===== src/rtl/uart_tx_cfg.sv =====
// uart_tx_cfg: configurable UART transmitter with valid/ready intake.
// Frame: start, DATA_BITS LSB-first, optional parity, 1-2 stop bits.
module uart_tx_cfg #(
  parameter int CLKS_PER_BIT = 1250,
  parameter int DATA_BITS    = 8,
  parameter int PARITY_EN    = 0,
  parameter int PARITY_ODD   = 0,
  parameter int STOP_BITS    = 1
) (
  input  logic                 clk,
  input  logic                 rst,
  input  logic [DATA_BITS-1:0] tx_data,
  input  logic                 tx_valid,
  output logic                 tx_ready,
  output logic                 tx,
  output logic                 busy,
  output logic                 done
);

  localparam int CW = (CLKS_PER_BIT > 1) ? $clog2(CLKS_PER_BIT) : 1;
  localparam logic [CW-1:0] CNT_MAX = CW'(CLKS_PER_BIT - 1);
  localparam logic [3:0] DATA_LAST = 4'(DATA_BITS - 1);
  localparam logic [3:0] STOP_LAST = 4'(STOP_BITS - 1);
  localparam bit HAS_PAR = (PARITY_EN != 0);
  localparam logic PAR_INV = (PARITY_ODD != 0);

  typedef enum logic [2:0] {
    IDLE,
    START,
    DATA,
    PARITY,
    STOP
  } state_t;

  state_t state, state_n;
  logic [CW-1:0] cnt, cnt_n;
  logic [3:0] idx, idx_n;
  logic [DATA_BITS-1:0] sh, sh_n;
  logic par, par_n;
  logic tx_q, tx_n;
  logic done_q, done_n;
  logic bit_end;

  assign bit_end  = (cnt == CNT_MAX);
  assign tx_ready = (state == IDLE);
  assign busy     = (state != IDLE);
  assign tx       = tx_q;
  assign done     = done_q;

  // State and datapath registers; line idles high out of reset.
  always_ff @(posedge clk or posedge rst) begin
    if (rst) begin
      state  <= IDLE;
      cnt    <= '0;
      idx    <= '0;
      sh     <= '0;
      par    <= 1'b0;
      tx_q   <= 1'b1;
      done_q <= 1'b0;
    end else begin
      state  <= state_n;
      cnt    <= cnt_n;
      idx    <= idx_n;
      sh     <= sh_n;
      par    <= par_n;
      tx_q   <= tx_n;
      done_q <= done_n;
    end
  end

  // Next-state and next line level; tx changes only on bit boundaries.
  always_comb begin
    state_n = state;
    cnt_n   = cnt;
    idx_n   = idx;
    sh_n    = sh;
    par_n   = par;
    tx_n    = tx_q;
    done_n  = 1'b0;
    unique case (state)
      IDLE: begin
        tx_n  = 1'b1;
        cnt_n = '0;
        idx_n = '0;
        if (tx_valid) begin
          state_n = START;
          sh_n    = tx_data;
          par_n   = (^tx_data) ^ PAR_INV;
          tx_n    = 1'b0;
        end
      end
      START: begin
        if (bit_end) begin
          cnt_n   = '0;
          idx_n   = '0;
          state_n = DATA;
          tx_n    = sh[0];
          sh_n    = sh >> 1;
        end else begin
          cnt_n = cnt + CW'(1);
        end
      end
      DATA: begin
        if (bit_end) begin
          cnt_n = '0;
          if (idx == DATA_LAST) begin
            idx_n = '0;
            if (HAS_PAR) begin
              state_n = PARITY;
              tx_n    = par;
            end else begin
              state_n = STOP;
              tx_n    = 1'b1;
            end
          end else begin
            idx_n = idx + 4'd1;
            tx_n  = sh[0];
            sh_n  = sh >> 1;
          end
        end else begin
          cnt_n = cnt + CW'(1);
        end
      end
      PARITY: begin
        if (bit_end) begin
          cnt_n   = '0;
          idx_n   = '0;
          state_n = STOP;
          tx_n    = 1'b1;
        end else begin
          cnt_n = cnt + CW'(1);
        end
      end
      STOP: begin
        if (bit_end) begin
          cnt_n = '0;
          if (idx == STOP_LAST) begin
            idx_n   = '0;
            state_n = IDLE;
            done_n  = 1'b1;
          end else begin
            idx_n = idx + 4'd1;
          end
        end else begin
          cnt_n = cnt + CW'(1);
        end
      end
      default: begin
        state_n = IDLE;
        tx_n    = 1'b1;
      end
    endcase
  end

endmodule

===== config.mk =====
export PLATFORM = sky130hd
export DESIGN_NAME = uart_tx_cfg
export DESIGN_NICKNAME = d
export VERILOG_FILES = /design/src/rtl/uart_tx_cfg.sv
export SDC_FILE = /design/constraint.sdc
export NUM_CORES = 1
export LEC_CHECK = 0
export BUFFER_PORTS_ARGS = -buffer_cell sky130_fd_sc_hd__buf_2
export CAP_MARGIN = 20
export CORE_MARGIN = 10
export CORE_UTILIZATION = 63
export DETAILED_ROUTE_END_ITERATION = 8
export PLACE_DENSITY = 0.84
export REMOVE_ABC_BUFFERS = 1
export SYNTH_ARGS = -nofsm -noshare
export SYNTH_HDL_FRONTEND = slang
export SYNTH_SLANG_ARGS = --single-unit

===== constraint.sdc =====
create_clock -name clk -period 5.55 [get_ports clk]
set_input_delay 1.11 -clock clk [delete_from_list [all_inputs] [get_ports clk]]
set_output_delay 1.11 -clock clk [all_outputs]
set_load 0.005 [all_outputs]

# Yosys cells after proc, flatten, opt, wreduce, memory -nomap -nowiden
# Index checks and enable logic that the tools add are counted.
# op_classes
n_addsub	2
n_eq_ne	15
mux	30
bitwise_logic	1
reduce_logical	12
# op_table
cell	count
$mux 8	4
$pmux 8 s3	1
$pmux 11 s2	1
$mux 3	7
$mux 4	5
$ne 2x2->1 const B	8
$pmux 4 s4	1
$pmux 3 s5	1
$add 11x1->11 const B	1
$eq 11x11->1 const B	1
$mux 11	1
$mux 1	8
$reduce_and 4->1	2
$reduce_and 7->1	1
$eq 3x2->1 const B	2
$reduce_bool 3->1	2
$pmux 1 s5	1
$reduce_and 5->1	1
$add 4x1->4 const B	1
$eq 4x3->1 const B	1
$logic_not 4->1	1
$reduce_bool 4->1	1
$reduce_or 4->1	1
$eq 3x1->1 const B	1
6 further kinds	6
# totals
register_bits	28
input_bits	11
out_inout_bits	4
word_cells	66

# Logic depth before layout (Yosys ltp)
# Gate-level depths: netlist (run 1).
# logic_depth
depth_word	4
depth_mapped	7
ltp_nobuf	6

# Worst setup path after synthesis (run 1)
# OpenSTA, ideal clock, no wires.
# synth_path
path_kind	reg-to-output
start	reg state[2]
end	out busy
arrival_ns	0.905
t_required_ns	4.440
path_slack_ns	3.535
path_stages_with_launch	4
path_buffers	1
path_cell_list	dfrtp_1 > buf_2 > nor3_2 > inv_1
# synth_via
elab_chain_len	1
# synth_rtl
item	line_no	rtl
from (decl)	35	state_t state, state_n;
from (signal assigned)	61	state <= state_n;
$reduce_bool 3->1	46	assign busy = (state != IDLE);
to (decl)	16	output logic busy,
# Every way passes these cells.

# Worst setup path after layout (run 1)
# Ends and elaborated chain as after synthesis.

==> run metrics, run 1 <==
number of CTS-inserted buffers 3; GP Congestion 0.871; Final nets 192; WHS Endpoint sh[4]$_DFFE_PP0P_; most common flop cell mapped by yosys sky130_fd_sc_hd__dfrtp_1; Seq/Total Area, Yosys 41.5%; WP buf/inv 2; worst-path fanout max 11; Ports 15; family with the most delay on the worst path flip-flops; most frequent cell after synthesis sky130_fd_sc_hd__dfrtp_1; H-tree levels 1; synth-to-layout area growth 7.77%; Die Outline Area 5160 um2; R2R cell count 4; most area-hungry cell type in the Yosys netlist sky130_fd_sc_hd__dfrtp_1; min-delay src sh[4]$_DFFE_PP0P_; die height 71.8 um; global-route wire length before repair 5900 um; slack of the worst reg-to-reg path 3.37 ns; cts-stage hold buffer count 0; number of buffer cells added on primary ports 14; drt wl/cell 17.8 um; Leakage 0.000811 uW; total number of placement rows 18; IR drop worst, VDD 0.248 mV; total of endpoints with negative setup slack in the final report 0; shortest period the worst path allows 2.56 ns; share of the cycle needed by the critical path after routing 46.2%; ant diodes 0; Hold WC Path Type reg -> reg; largest cells by area after synthesis sky130_fd_sc_hd__dfrtp_1 (40%), sky130_fd_sc_hd__mux2_4 (5.3%), sky130_fd_sc_hd__mux2_2 (4.7%); startpoint-to-endpoint class of the critical path reg -> out; Floorplan Core Area 2520 um2; Clk Tree Root Cell sky130_fd_sc_hd__clkbuf_4; simple-gate area share of the yosys netlist 22.4%; gate count after technology mapping 164; commonest cells in the netlist sky130_fd_sc_hd__dfrtp_1 (27), sky130_fd_sc_hd__nand3_1 (11), sky130_fd_sc_hd__nor2_1 (11); adder and majority cell fraction of the synthesized area 2.96%; crit-path max cell delay 0.53 ns; proportion of layout cells with a drive suffix above 1 22.2%; share of the synthesized area in the top cell type 40.0%; maximum root-to-sink buffer count 2; Synth Area in Compound Gates 11.9%; final core utilization 72.2%; maximum clock skew at final layout 0.0174 ns; clock latency on the worst-skew pair 0.34 ns; CTS sink cnt 28; mux contribution to synthesized area 11.8%; warning count from the yosys run 0; fmax 390 MHz; x dimension of the die 71.8 um; number of post-CTS setup repair buffers 0; synthesis-stage register bit count 28; pin count of the biggest net entering global routing 29; Worst Path Required 4.44 ns; number of detailed-routing iterations run before antenna repair 4; GRT Residual Overflow 0; Slew headroom 57.3%; RR Startpoint state[2]$_DFFE_PP0P_; Post-Synthesis Mean Instance Area 10.3 um2; drt initial violations 90; Mapped Area 1690 um2; detail-routed via count per cell 6.33; dominant combinational cell family by area after synthesis simple AND/OR/NAND/NOR gates; number of pins with negative max-slew slack in the final report 0; post-CTS clock slew at the launch and capture registers of the worst setup and hold paths 0.16 ns; total via count in the routed design 1304; clock tree from TritonCTS done; Cells on Worst Hold Path 1; Setup crit end kind primary output; post-detailed-placement half-perimeter wirelength 2670 um; number of synthesized flops with an enable pin 0; Gates resized, CTS repair 0; antenna violations before repair 0; worst-margin pin slew 0.632 ns; sum of negative setup slack 0 ns; power consumption 611 uW; Total GRT Usage 13.7%; max-cap viol count 0; detailed-route wire length 3670 um; Startpoint Class flip-flop; initial core utilization 67.0%; FF-to-FF End sh[3]$_DFFE_PP0P_; P per Cell Area 335 nW/um2; async set-or-reset flop fraction in the synthesized netlist 100%; highest-delay cell along the critical path sky130_fd_sc_hd__dfrtp_1; result of the run completed; Detail Route Antenna Nets 0; count of cell types in the netlist 50; vias in the first global route 1260; CP Cell Sequence nor3_2, inv_1, buf_2; count of final hold-check violations 0; data arrival time of the critical path 1.45 ns; Post-route DRC 0; unrepaired setup endpoints after global routing false; xor/xnor cell area share of the yosys netlist 4.15%
-- where the power goes --
group / internal (uW) / switching (uW)
sequential: 252 / 48.1
clock: 73.1 / 62.4
combinational: 102 / 73.9
-- layer usage --
layer / global-route usage (%) / wire (um) / up-vias
li1: - / - / 622
met1: 18.1 / 1650 / 625
met2: 20.7 / 1670 / 53
met3: 4.27 / 319 / 4
met4: 3.87 / 32 / 0
met5: 0 / 0 / -
-- state kept, by name, indices dropped and copies added, names as in the netlist --
name	flops
cnt	11
done	1
idx	4
sh	8
state	3
tx	1
-- final cells by class --
type / instances / area, um2
Fill cell: 177 / 701
Tap cell: 30 / 37.5
Timing Repair Buffer: 15 / 97.6
Sequential cell: 28 / 702
Inverter: 9 / 33.8
Clock inverter: 1 / 30.0
Clock buffer: 3 / 22.5
Multi-Input combinational cell: 120 / 898
-- kinds of logic (layout without fill, tap and decap cells) --
kind of cell / after synthesis / count (layout)
AOI/OAI and AO/OA: 29 / 29
DFF: 28 / 28
adders and majority gates: 4 / 4
buffers and inverters: 16 / 28
xor gates and xnor gates: 8 / 8
muxes: 16 / 16
and+or+nand+nor: 63 / 63
-- through the flow --
step           setup WS (ns)  cell area [um2]  hold slack, ns  instances
2_1_floorplan           3.52             1630           0.478        157
3_3_place_gp            3.38             1740           0.497        201
3_5_place_dp            3.29             1740           0.505        201
4_1_cts                 3.00             1790           0.552        205
5_1_grt                 2.90             1820           0.568        206
6_report                2.99             1820           0.549        206
-- layout by cell type, fill, tap and decap left out, types with 3 or more instances in the layout --
cell                       instances
sky130_fd_sc_hd__ha_1              4
sky130_fd_sc_hd__mux2_4            6
sky130_fd_sc_hd__a21oi_1           4
sky130_fd_sc_hd__xor2_1            7
sky130_fd_sc_hd__inv_1             8
sky130_fd_sc_hd__dfrtp_1          27
sky130_fd_sc_hd__nor3_1            3
sky130_fd_sc_hd__clkbuf_4          3
sky130_fd_sc_hd__and2_1            3
sky130_fd_sc_hd__nand4_1           4
sky130_fd_sc_hd__nand3_1          11
sky130_fd_sc_hd__mux2_2            7
sky130_fd_sc_hd__nor2_1           11
sky130_fd_sc_hd__buf_2            14
sky130_fd_sc_hd__nand2_1           8
sky130_fd_sc_hd__mux2i_1           3
sky130_fd_sc_hd__or3_1             3
sky130_fd_sc_hd__o21ai_0           8
-- how the worst max path moves through the flow --
stage	start	end	slack, ns	depth (start not counted)
after floorplan	tx_valid	sh[1]$_DFFE_PP0P_	3.52	3
after global placement	tx_valid	sh[5]$_DFFE_PP0P_	3.38	4
after detailed placement	tx_valid	sh[3]$_DFFE_PP0P_	3.29	4
after CTS	state[2]$_DFFE_PP0P_	busy	3.00	3
after global routing	state[2]$_DFFE_PP0P_	busy	2.90	3
final	state[2]$_DFFE_PP0P_	busy	2.99	3
Power figures use the tool's default switching activity.
==> run 2, diff against run 1 <==
- CORE_UTILIZATION: 63 -> 53
- PLACE_DENSITY: 0.84 -> 0.75
- clock period: 5.55 -> 2.2 ns (I/O delays scaled with it)
==> run metrics, run 2 (synthesized netlist as in run 1, its figures left out) <==
result of the run completed; P per Cell Area 816 nW/um2; data arrival time of the critical path 2.32 ns; post-CTS clock slew at the launch and capture registers of the worst setup and hold paths 0.16 ns; proportion of layout cells with a drive suffix above 1 25.9%; Post-route DRC 0; max-cap viol count 0; highest-count cells in the layout ignoring fill and taps sky130_fd_sc_hd__dfrtp_1 (27), sky130_fd_sc_hd__buf_2 (14), sky130_fd_sc_hd__nor2_1 (11), sky130_fd_sc_hd__nand3_1 (11), sky130_fd_sc_hd__buf_4 (10); least setup slack across all paths after layout 0.138 ns; IR drop worst, VDD 0.518 mV; drt initial violations 67; Die Outline Area 5850 um2; global-route wire length before repair 6180 um; vias in the first global route 1343; number of detailed-routing iterations run before antenna repair 4; clock latency on the worst-skew pair 0.35 ns; crit-path max cell delay 0.44 ns; number of buffer cells added on primary ports 14; share of the cycle needed by the critical path after routing 93.7%; Setup crit end kind flip-flop; number of flip-flops under the largest register name 11; H-tree levels 1; Startpoint Class flip-flop; antenna violations before repair 0; total number of placement rows 20; Leakage 0.000849 uW; worst-margin pin slew 0.403 ns; initial core utilization 55.4%; number of post-CTS setup repair buffers 0; Detail Route Antenna Nets 0; detail-routed via count per cell 5.66; total via count in the routed design 1297; GP Congestion 0.806; Largest regs cnt: 11 flops, sh: 8 flops, idx: 4 flops; Gates resized, CTS repair 0; number of pins with negative max-slew slack in the final report 0; number of CTS-inserted buffers 3; Floorplan Core Area 3050 um2; detailed-route wire length 3410 um; x dimension of the die 76.5 um; Ports 15; total of endpoints with negative setup slack in the final report 0; drt wl/cell 14.9 um; Worst Path Required 2.46 ns; maximum clock skew at final layout 0.0126 ns; ant diodes 0; Final nets 201; highest-delay cell along the critical path sky130_fd_sc_hd__dfrtp_1; WP buf/inv 1; post-detailed-placement half-perimeter wirelength 2660 um; shortest period the worst path allows 2.06 ns; CTS sink cnt 28; worst-path fanout max 8; die height 76.5 um; family with the most delay on the worst path simple AND/OR/NAND/NOR gates; synth-to-layout area growth 11.6%; Top reg by flops cnt; Hold WC Path Type in -> async; Total GRT Usage 12.5%; startpoint-to-endpoint class of the critical path reg -> reg; placement-stage worst setup slack 0.165 ns; maximum root-to-sink buffer count 2; sum of negative setup slack 0 ns; commonest non-fill, non-tap cell in the layout sky130_fd_sc_hd__dfrtp_1; pin count of the biggest net entering global routing 29; count of final hold-check violations 0; CP Cell Sequence inv_1, ha_1, nor4b_4, and3_2, o211a_1, mux2_4; Clk Tree Root Cell sky130_fd_sc_hd__clkbuf_4; Slew headroom 73.1%; clock tree from TritonCTS done; unrepaired setup endpoints after global routing false; fmax 485 MHz; cts-stage hold buffer count 0; GRT Residual Overflow 0
## run 2: changes by cell type in the layout (fill, tap and decap cells not counted), sizes merged
cell / previous run / this run
buf: 15 / 24
## run 2: final cells by class
| class | instances | area (um2) |
|---|---|---|
| Clock buffer | 3 | 22.5 |
| Inverter | 9 | 33.8 |
| Clock inverter | 1 | 30.0 |
| Tap cell | 44 | 55.1 |
| Fill cell | 261 | 1170 |
| Multi-Input combinational cell | 120 | 898 |
| Sequential cell | 28 | 702 |
| Timing Repair Buffer | 24 | 145 |
## run 2: per-layer routing
layer / vias to the layer above / wire length [um] / GRT usage, % / share of wire [%]
met2: 31 / 1580 / 19.7 / 46
li1: 641 / - / - / -
met4: 0 / 60 / 5.39 / 1.8
met5: - / 0 / 0 / 0
met1: 620 / 1630 / 15.8 / 48
met3: 5 / 146 / 2.71 / 4.3
## run 2: where the power goes
part | switching, uW | internal, uW
clock | 163 | 185
combinational | 191 | 273
sequential | 93.5 | 635
## run 2: worst min-delay path: stages
cell	delay, ns
sky130_fd_sc_hd__buf_2	0.09
sky130_fd_sc_hd__inv_1	0.04
sky130_fd_sc_hd__buf_4	0.32
## run 2: final timing paths
path | startpoint | endpoint | slack, ns | cells after the start
worst max register to register | cnt[1]$_DFFE_PP0P_ | sh[2]$_DFFE_PP0P_ | 0.14 | 6
max in group asynchronous | rst | tx$_DFFE_PP1P_ | 1.76 | 3
worst max-delay path | cnt[1]$_DFFE_PP0P_ | sh[2]$_DFFE_PP0P_ | 0.14 | 6
worst min-delay path | rst | sh[6]$_DFFE_PP0P_ | 0.12 | 3
worst min register to register | sh[5]$_DFFE_PP0P_ | sh[5]$_DFFE_PP0P_ | 0.53 | 1
min in group clk | tx_data[7] | sh[7]$_DFFE_PP0P_ | 0.34 | 3
## run 2: stage by stage
step | cells | util (%) | instance area, um2 | total power, uW | hold WS (ns)
2_1_floorplan | 157 | - | 1630 | 1070 | 0.478
3_3_place_gp | 225 | 60.1 | 1830 | 1180 | 0.496
3_5_place_dp | 225 | 60.1 | 1830 | 1200 | 0.494
4_1_cts | 229 | 61.8 | 1890 | 1550 | 0.133
5_1_grt | 229 | 61.8 | 1890 | 1640 | 0.152
6_report | 229 | 61.8 | 1890 | 1540 | 0.116
